**config.mk**
```make
export PLATFORM = sky130hd
export DESIGN_NAME = hazard_unit
export DESIGN_NICKNAME = d
export VERILOG_FILES = /design/src/rtl/hazard_pkg.sv /design/src/rtl/hazard_fwd_sel.sv /design/src/rtl/hazard_unit.sv
export SDC_FILE = /design/constraint.sdc
export NUM_CORES = 1
export LEC_CHECK = 0
export BUFFER_PORTS_ARGS = -buffer_cell sky130_fd_sc_hd__buf_4
export CELL_PAD_IN_SITES_DETAIL_PLACEMENT = 0
export CELL_PAD_IN_SITES_GLOBAL_PLACEMENT = 1
export CORE_MARGIN = 8
export CORE_UTILIZATION = 30
export CTS_CLUSTER_SIZE = 40
export DETAILED_ROUTE_END_ITERATION = 8
export HOLD_SLACK_MARGIN = 0.12
export PLACE_DENSITY_LB_ADDON = 0.1
export SLEW_MARGIN = 10
export SYNTH_ARGS = -nofsm -noshare
export SYNTH_HDL_FRONTEND = slang
export SYNTH_SLANG_ARGS = --single-unit
```
**constraint.sdc**
```tcl
create_clock -name clk -period 3.7 [get_ports clk]
set_input_delay 1.11 -clock clk [delete_from_list [all_inputs] [get_ports clk]]
set_output_delay 1.11 -clock clk [all_outputs]
set_load 0.02 [all_outputs]
```
**src/rtl/hazard_pkg.sv**
```systemverilog
// hazard_pkg: shared definitions for the pipeline hazard/forwarding controller.
//   FWD_RF/FWD_EX/FWD_MEM/FWD_WB : forwarding select encodings
//   state_t                     : hazard FSM states (RUN, STALL)
//   REG_PC                      : register number that is always read from the PC path
//   reg_match()                 : operand-vs-stage match rule
package hazard_pkg;

  localparam logic [1:0] FWD_RF  = 2'b00;
  localparam logic [1:0] FWD_EX  = 2'b01;
  localparam logic [1:0] FWD_MEM = 2'b10;
  localparam logic [1:0] FWD_WB  = 2'b11;

  localparam logic [3:0] REG_PC = 4'd15;

  typedef enum logic {
    RUN   = 1'b0,
    STALL = 1'b1
  } state_t;

  // Operand matches a stage only if it is read, the stage writes, the numbers
  // agree and the register is not the PC.
  function automatic logic reg_match(input logic       use_src,
                                     input logic       stage_en,
                                     input logic [3:0] src,
                                     input logic [3:0] stage_rd);
    return use_src && stage_en && (src == stage_rd) && (src != REG_PC);
  endfunction

endpackage

```
**src/rtl/hazard_fwd_sel.sv**
```systemverilog
// hazard_fwd_sel: per-operand stage match and forwarding select.
//   src, use_src            : ID-stage operand register number and read flag
//   ex_/mem_/wb_rd, *_rf_en : stage destination registers and write enables
//   sel                     : youngest matching stage (EX > MEM > WB), else FWD_RF
//   match_ex/mem/wb         : raw per-stage match bits
module hazard_fwd_sel
  import hazard_pkg::*;
#(
  parameter int unsigned FWD_W = 2
) (
  input  logic [3:0]       src,
  input  logic             use_src,
  input  logic [3:0]       ex_rd,
  input  logic             ex_rf_en,
  input  logic [3:0]       mem_rd,
  input  logic             mem_rf_en,
  input  logic [3:0]       wb_rd,
  input  logic             wb_rf_en,
  output logic [FWD_W-1:0] sel,
  output logic             match_ex,
  output logic             match_mem,
  output logic             match_wb
);

  assign match_ex  = reg_match(use_src, ex_rf_en,  src, ex_rd);
  assign match_mem = reg_match(use_src, mem_rf_en, src, mem_rd);
  assign match_wb  = reg_match(use_src, wb_rf_en,  src, wb_rd);

  always_comb begin
    sel = FWD_W'(FWD_RF);
    if (match_ex)       sel = FWD_W'(FWD_EX);
    else if (match_mem) sel = FWD_W'(FWD_MEM);
    else if (match_wb)  sel = FWD_W'(FWD_WB);
  end

endmodule

```
**src/rtl/hazard_unit.sv**
```systemverilog
// hazard_unit: pipeline hazard and forwarding controller for the five-stage core.
//   Config macro HAZARD_FWD_EN: when defined, forwarding is active and only
//   load-use hazards stall (1 cycle); otherwise fwd_* are 00 and any EX/MEM/WB
//   match stalls for 3/2/1 cycles.
// Ports:
//   clk, reset_n (sync, active low)
//   id_rn/id_rm/id_rd + id_use_*    : ID-stage source operands
//   ex_rd/ex_rf_en/ex_load          : EX-stage destination
//   mem_rd/mem_rf_en, wb_rd/wb_rf_en: MEM/WB-stage destinations
//   branch_taken                    : taken branch resolved in EX
//   cu_sel, pc_en, ifid_en, ifid_clr: pipeline control (combinational)
//   fwd_rn/fwd_rm/fwd_rd            : forwarding selects (combinational)
//   stall_cnt, flush_cnt            : saturating event counters (registered)
module hazard_unit
  import hazard_pkg::*;
#(
  parameter int unsigned FWD_W = 2,
  parameter int unsigned CNT_W = 16
) (
  input  logic             clk,
  input  logic             reset_n,
  input  logic [3:0]       id_rn,
  input  logic [3:0]       id_rm,
  input  logic [3:0]       id_rd,
  input  logic             id_use_rn,
  input  logic             id_use_rm,
  input  logic             id_use_rd,
  input  logic [3:0]       ex_rd,
  input  logic             ex_rf_en,
  input  logic             ex_load,
  input  logic [3:0]       mem_rd,
  input  logic             mem_rf_en,
  input  logic [3:0]       wb_rd,
  input  logic             wb_rf_en,
  input  logic             branch_taken,
  output logic             cu_sel,
  output logic             pc_en,
  output logic             ifid_en,
  output logic             ifid_clr,
  output logic [FWD_W-1:0] fwd_rn,
  output logic [FWD_W-1:0] fwd_rm,
  output logic [FWD_W-1:0] fwd_rd,
  output logic [CNT_W-1:0] stall_cnt,
  output logic [CNT_W-1:0] flush_cnt
);

  logic [FWD_W-1:0] sel_rn, sel_rm, sel_rd;
  logic [2:0]       m_ex, m_mem, m_wb;
  logic             any_ex, any_mem, any_wb;
  logic             hazard;
  logic [1:0]       stall_len;
  state_t           state_q, state_d;
  logic [1:0]       rem_q, rem_d;

  hazard_fwd_sel #(.FWD_W(FWD_W)) u_sel_rn (
    .src(id_rn), .use_src(id_use_rn),
    .ex_rd(ex_rd), .ex_rf_en(ex_rf_en),
    .mem_rd(mem_rd), .mem_rf_en(mem_rf_en),
    .wb_rd(wb_rd), .wb_rf_en(wb_rf_en),
    .sel(sel_rn), .match_ex(m_ex[0]), .match_mem(m_mem[0]), .match_wb(m_wb[0])
  );

  hazard_fwd_sel #(.FWD_W(FWD_W)) u_sel_rm (
    .src(id_rm), .use_src(id_use_rm),
    .ex_rd(ex_rd), .ex_rf_en(ex_rf_en),
    .mem_rd(mem_rd), .mem_rf_en(mem_rf_en),
    .wb_rd(wb_rd), .wb_rf_en(wb_rf_en),
    .sel(sel_rm), .match_ex(m_ex[1]), .match_mem(m_mem[1]), .match_wb(m_wb[1])
  );

  hazard_fwd_sel #(.FWD_W(FWD_W)) u_sel_rd (
    .src(id_rd), .use_src(id_use_rd),
    .ex_rd(ex_rd), .ex_rf_en(ex_rf_en),
    .mem_rd(mem_rd), .mem_rf_en(mem_rf_en),
    .wb_rd(wb_rd), .wb_rf_en(wb_rf_en),
    .sel(sel_rd), .match_ex(m_ex[2]), .match_mem(m_mem[2]), .match_wb(m_wb[2])
  );

  assign any_ex  = |m_ex;
  assign any_mem = |m_mem;
  assign any_wb  = |m_wb;

`ifdef HAZARD_FWD_EN
  assign hazard    = ex_load & any_ex;
  assign stall_len = 2'd1;

  logic unused_match;
  assign unused_match = any_mem | any_wb;

  always_comb begin
    fwd_rn = '0;
    fwd_rm = '0;
    fwd_rd = '0;
    if (reset_n) begin
      fwd_rn = sel_rn;
      fwd_rm = sel_rm;
      fwd_rd = sel_rd;
    end
  end
`else
  assign hazard    = any_ex | any_mem | any_wb;
  assign stall_len = any_ex ? 2'd3 : (any_mem ? 2'd2 : 2'd1);

  logic unused_fwd;
  assign unused_fwd = ^{sel_rn, sel_rm, sel_rd, ex_load};

  always_comb begin
    fwd_rn = '0;
    fwd_rm = '0;
    fwd_rd = '0;
  end
`endif

  // State register
  always_ff @(posedge clk) begin
    if (!reset_n) begin
      state_q <= RUN;
      rem_q   <= '0;
    end else begin
      state_q <= state_d;
      rem_q   <= rem_d;
    end
  end

  // Next state. The hazard cycle itself is the first stall cycle, so STALL
  // holds the remaining len-1 cycles; a 1-cycle stall never leaves RUN.
  always_comb begin
    state_d = state_q;
    rem_d   = rem_q;
    case (state_q)
      RUN: begin
        if (hazard && !branch_taken && (stall_len > 2'd1)) begin
          state_d = STALL;
          rem_d   = stall_len - 2'd1;
        end
      end
      STALL: begin
        if (branch_taken || (rem_q <= 2'd1)) begin
          state_d = RUN;
          rem_d   = '0;
        end else begin
          rem_d = rem_q - 2'd1;
        end
      end
      default: begin
        state_d = RUN;
        rem_d   = '0;
      end
    endcase
  end

  // Outputs
  always_comb begin
    cu_sel   = 1'b1;
    pc_en    = 1'b1;
    ifid_en  = 1'b1;
    ifid_clr = 1'b0;
    if (!reset_n) begin
      cu_sel   = 1'b0;
      pc_en    = 1'b0;
      ifid_en  = 1'b0;
      ifid_clr = 1'b1;
    end else if (branch_taken) begin
      cu_sel   = 1'b0;
      ifid_clr = 1'b1;
    end else if ((state_q == STALL) || hazard) begin
      cu_sel  = 1'b0;
      pc_en   = 1'b0;
      ifid_en = 1'b0;
    end
  end

  // Event counters
  always_ff @(posedge clk) begin
    if (!reset_n) begin
      stall_cnt <= '0;
      flush_cnt <= '0;
    end else begin
      if (!pc_en && !(&stall_cnt))
        stall_cnt <= stall_cnt + CNT_W'(1);
      if (branch_taken && !(&flush_cnt))
        flush_cnt <= flush_cnt + CNT_W'(1);
    end
  end

endmodule
```
* Yosys cells after proc, flatten, opt, wreduce, memory -nomap -nowiden
Index checks and enable logic that the tools add are counted.
** Operators by class
- Add/subtract/negate cells :: 4
- Order comparisons :: 2
- Eq/ne operators :: 13
- Multiplexer cells :: 15
- Bitwise operators :: 3
- Reduce and logical (&&, ||, !) cells :: 42
** Operators by type and width (number)
- $eq A4 B4 Y1 :: 9
- $add A16 B1 Y16 const B :: 2
- $reduce_and A16 Y1 :: 2
- $logic_and A1 B1 Y1 :: 31
- $ne A4 B4 Y1 const B :: 3
- $mux W1 :: 9
- $reduce_or A3 Y1 :: 3
- $mux W2 :: 4
- $logic_not A1 Y1 :: 4
- $pmux W2 S2 :: 1
- $sub A2 B1 Y2 const B :: 2
- $gt A2 B1 Y1 const B :: 1
- $le A2 B1 Y1 const B :: 1
- $logic_or A1 B1 Y1 :: 2
- $ne A2 B2 Y1 const B :: 1
- $or A1 B1 Y1 :: 2
- $pmux W1 S2 :: 1
- $not A1 Y1 :: 1
** Word-level totals
- Bits in registers :: 35
- Bits of input ports :: 34
- Output and inout bits :: 42
- Word-level logic and storage cells :: 83

* Longest topological paths before layout
- Depth after elaboration :: 12
- Depth in mapped cells :: 9
- Depth with buffers taken out :: 7

* Cells and area by module
Synthesis repeated with hierarchy kept, for this count alone.
** Second synthesis, totals
- Cells, all modules :: 293
- Area total of the unflattened synthesis :: 2392.3 sq um
** Modules (own cells, without submodules)
- hazard_unit :: instances 1, cells an instance 212, area each 1829.3 sq um, sequential area each 700.7 sq um
- hazard_fwd_sel :: instances 3, cells an instance 27, area each 187.7 sq um, sequential area each 0.0 sq um

* Least setup slack after synthesis
OpenSTA, ideal clock, no wires.
- Kind :: input to output
- Start point :: input port id_rd[2]
- End point :: output port pc_en
- Arrival :: 2.847 ns
- Required time :: 2.590 ns
- Path slack :: -0.257 ns
- Cell stages on the path :: 9
- Path buffers :: 2
- Cell sequence :: nand4_1 nand4_1 nor4_1 or4_4 nor3_4 buf_2 nor2_1 nor2_1 buf_4
** Between the ends
- Longest elaborated chain between the ends :: 10
- Elaborated cells between the ends (all ways) :: 19
- Classes of those cells :: eq/ne (4); mux (3); bitwise (2); reduce/logical (10)
** RTL lines
- start: declaration :: RTL line hazard_unit.sv:24 : input logic [3:0] id_rd,
- $eq A4 B4 Y1 :: RTL line hazard_pkg.sv:26 : return use_src && stage_en && (src == stage_rd) && (src != REG_PC);
- $logic_and A1 B1 Y1 (2 in series) :: RTL line hazard_pkg.sv:26
- $reduce_or A3 Y1, on equally long branches :: RTL line hazard_unit.sv:79, hazard_unit.sv:80
- $or A1 B1 Y1 :: RTL line hazard_unit.sv:101 : assign hazard = any_ex | any_mem | any_wb;
- $or A1 B1 Y1 * :: RTL line hazard_unit.sv:101
- $logic_or A1 B1 Y1 * :: RTL line hazard_unit.sv:166 : end else if ((state_q == STALL) || hazard) begin
- $mux W1 * (3 in series)
- end: declaration :: RTL line hazard_unit.sv:37 : output logic pc_en,
Mark *: on every way between the ends. The rest lies on a longest branch, timed or not.

* Worst setup path after layout
- Start point :: input port id_rd[2]
- End point :: output port pc_en
** Between the ends
- Longest elaborated chain between the ends :: 10
- Elaborated cells between the ends (all ways) :: 19
- Classes of those cells :: eq/ne (4); mux (3); bitwise (2); reduce/logical (10)
** RTL lines
- $eq A4 B4 Y1 :: RTL line hazard_pkg.sv:26
- $logic_and A1 B1 Y1 (2 in series) :: RTL line hazard_pkg.sv:26
- $reduce_or A3 Y1, on equally long branches :: RTL line hazard_unit.sv:79, hazard_unit.sv:80
- $or A1 B1 Y1 :: RTL line hazard_unit.sv:101
- $or A1 B1 Y1 * :: RTL line hazard_unit.sv:101
- $logic_or A1 B1 Y1 * :: RTL line hazard_unit.sv:166
- $mux W1 * :: RTL line hazard_unit.sv:166
- $mux W1 * :: RTL line hazard_unit.sv:163 : end else if (branch_taken) begin
- $mux W1 * :: RTL line hazard_unit.sv:158 : if (!reset_n) begin
Marked as above.

==> impl_results.md <==
* Sink Count at 35
* R2R Path Start: flush_cnt[7]$_SDFFE_PN0P_
* CP max FO at 4
* Via/cell ratio at between 4 and 5
* Crit path from: id_rd[2]
* ANT nets after route at 0
* Final Non-Filler Cells at 462
* Psw at 242 uW
* Critical path arrival at between 2 and 3 ns
* Hold Path Stages at 1
* Synth top area cells: dfxtp_1 (31%), xor2_1 (12%), xnor2_1 (6.5%)
* Final setup fails at 2
* Routed vias at 2293
* Startpoint types: primary input
* Minimum clock period at 3.72 ns
* Chip height at 103 um
* Number of synthesis warnings at 0
* Pint at 616 uW
* Synth unique cells at 40
* Layout cells sized above 1 at 30.8%
* Failing checks: negative setup slack
* GR Layer Usage met1 at between 10% and 20%
* Avg Cell Area, Syn at between 8 and 9 um2
* CORE AREA at 0.00757 mm2
* Synth top cells by count: dfxtp_1 (35), xor2_1 (32), nor2_1 (22), nor4_1 (20), nand2_1 (19)
* CTS Buffer Depth at 2
* First-pass GRT wire length at 11000 um
* Initial Util at between 30% and 40%
* Post-layout util at between 40% and 50%
* Cts hold-fix bufs at 0
* Unrepaired setup endpoints after global routing: true
* Total gr overflow at 0
* Clock transition at path regs at roughly 0.070 ns
* Clk_lat worst skew at 0.28 ns
* Flops & latches, synth at 35
* Port bufs at 68
* Initial DRC count at 84
* Largest net degree at the start of global routing at 22
* WS Path Type: primary input to primary output
* DR WL/cell at 14.7 um
* Vias in the first global route at between 2000 and 2500
* Post-Synthesis Cell Area at 0.00229 mm2
* Layout area overhead at 40.0%
* Sequential group share of total power at 45.1%
* Maximum VDD drop at 128 uV
* Max Slew Vio Count at 0
* Max Fclk at around 0.27 GHz
* Top cell type by total area after synthesis: dfxtp_1
* Filler Cells Inserted at 771
* Initial DRT Pass Iterations at 4
* Die width at between 100 and 150 um
* Period utilization at 101%
* Final WS setup at -0.0242 ns
* Async set-or-reset flop fraction in the synthesized netlist at 0%
* Num rows at 32
* Die ar. at 0.0107 mm2
* Root Driver: clkbuf_8
* Depth of the CTS H-tree at 2
* M2 GR Usage at between 20% and 30%
* Cts bufs inserted at 5
* Clock power share at 32.9%
* Final Hold Vio Count at 0
* Worst Clk Skew at about 0.0054 ns
* R2r endpoint: flush_cnt[14]$_SDFFE_PN0P_
* Worst-Margin Slew at 0.645 ns
* Initial antenna violation count at 0
* Net Sw Frac at 28.2%
* Total track usage at a little over an eighth
* Placed cell count at 455
* HP Class: flop to flop
* TritonCTS clock tree: yes
* Ports at 76
* Worst r2r path cells at 7
* Final GP Congestion at 0.904
* Worst EP required at 2.59 ns
* GR Layer Usage met3 at approximately 4.1%
* Wirelength, routed at 6780 um
* Worst Setup EP: pc_en
* Grt peak-use layer: met2
* Top-area cell type share of the netlist area at 30.6%
* Ys flop type: dfxtp_1
* Setup crit end kind: primary output
* Gate Count Post-Synth at between 200 and 300
* Leakage at 0.00123 uW
* Power density cells at between 200 and 300 mW/mm2
* Outcome: finished with violations
* Max Cap Viol at 0
* HPWL Detailed at 5290 um
* Flop-to-flop setup slack at 1.42 ns
* Ant. Diodes at 0
* Comb power frac at a little over a fifth
* Slew margin rel. at a little under three fifths
* Post-synthesis sequential area ratio at 30.6%
* Final nets at 397
* EDFF count, synth at 0
* Most frequent cell after synthesis: dfxtp_1
* Post-route DRC at 0
sequential cells by signal (all words and copies together), names as in the netlist:
register,cells
flush_cnt,16
state_q,1
rem_q,2
stall_cnt,16
per-stage QoR:
stage          hold WS (ns)  cell area [um2]  setup slack (ns)  total power, uW  setup TNS (ns)
6_report              0.482             3210           -0.0242              858         -0.0474
4_1_cts               0.491             3180           0.00213              871               0
2_1_floorplan         0.451             2330           -0.0591              496         -0.0809
5_1_grt               0.529             3210           -0.0897              904          -0.199
3_5_place_dp          0.481             3030            -0.106              575          -0.218
3_3_place_gp          0.479             3030            -0.117              575          -0.308
cells in the final DEF, fill, tap and decap left out, types with 4 or more instances in the layout:
| master | Yosys | layout |
|---|---|---|
| inv_1 | 5 | 5 |
| nor2_1 | 22 | 20 |
| xnor2_1 | 17 | 17 |
| conb_1 | 1 | 6 |
| buf_6 | 0 | 9 |
| clkbuf_8 | 0 | 6 |
| a21oi_1 | 7 | 7 |
| mux2i_1 | 11 | 11 |
| nand3_1 | 12 | 12 |
| nor4_2 | 0 | 4 |
| nor4_1 | 20 | 16 |
| nor3_1 | 9 | 9 |
| o21ai_0 | 4 | 4 |
| dfxtp_1 | 35 | 35 |
| xor2_1 | 32 | 29 |
| nand2_1 | 19 | 19 |
| buf_4 | 8 | 78 |
| nand2b_1 | 12 | 12 |
| nand4_1 | 18 | 18 |
power by group through the flow:
stage	clock network (uW)	logic (uW)	registers, uW
after floorplan	0	97.1	399
after global placement	0	180	396
after detailed placement	0	179	396
after CTS	298	187	387
after global routing	311	205	388
final	282	189	387
critical path, cell delays in order:
cell and delay [ns]:
buf_8 0.09, nand4_1 0.15, nand4_1 0.17, nor4_2 0.05, or4_4 0.54, nor3_4 0.21, nor2_4 0.06, nor2_4 0.11
buf_6 0.13
logic make-up (layout without fill, tap and decap cells):
kind of cell	after synthesis	in the layout	share of synthesized area, %
and+or+nand+nor	133	133	32.4
muxes	11	11	4.81
other	1	6	0.164
xor gates and xnor gates	49	49	18.7
AOI/OAI and AO/OA	23	23	6.88
buffers and inverters	21	100	4.81
adders and majority gates	3	3	1.64
DFF	35	35	30.6
routing by layer:
layer | routed length [um] | vias up
li1 | - | 1153
met1 | 3080 | 1069
met2 | 3040 | 61
met3 | 527 | 10
met4 | 136 | 0
met5 | 0 | -
worst min-delay path by stage:
stage	startpoint	end	slack, ns
detailed placement	rem_q[0]$_SDFFE_PN0P_	rem_q[0]$_SDFFE_PN0P_	0.48
global placement	stall_cnt[11]$_SDFFE_PN0P_	stall_cnt[11]$_SDFFE_PN0P_	0.48
floorplan	rem_q[0]$_SDFFE_PN0P_	rem_q[0]$_SDFFE_PN0P_	0.45
global route	stall_cnt[14]$_SDFFE_PN0P_	stall_cnt[14]$_SDFFE_PN0P_	0.53
finish	rem_q[0]$_SDFFE_PN0P_	rem_q[0]$_SDFFE_PN0P_	0.48
CTS	rem_q[0]$_SDFFE_PN0P_	rem_q[0]$_SDFFE_PN0P_	0.49
layout make-up:
class                   instances  area, um2  area share (%)
inverters                       5       18.8           0.585
clock buffers                   6       82.6            2.57
flip-flops and latches         35        701            21.8
multi-input cells             225       1570            49.0
repair buffers                 88        702            21.9
well taps                     102        128            3.98
clock inverters                 1       5.00           0.156
timing repair:
item,CTS,global route
resized for setup,15,4
endpoints found under the setup margin,3,3
pin swaps,6,0
buffers inserted,0,0
No activity file was read; power rests on OpenSTA's default activity.
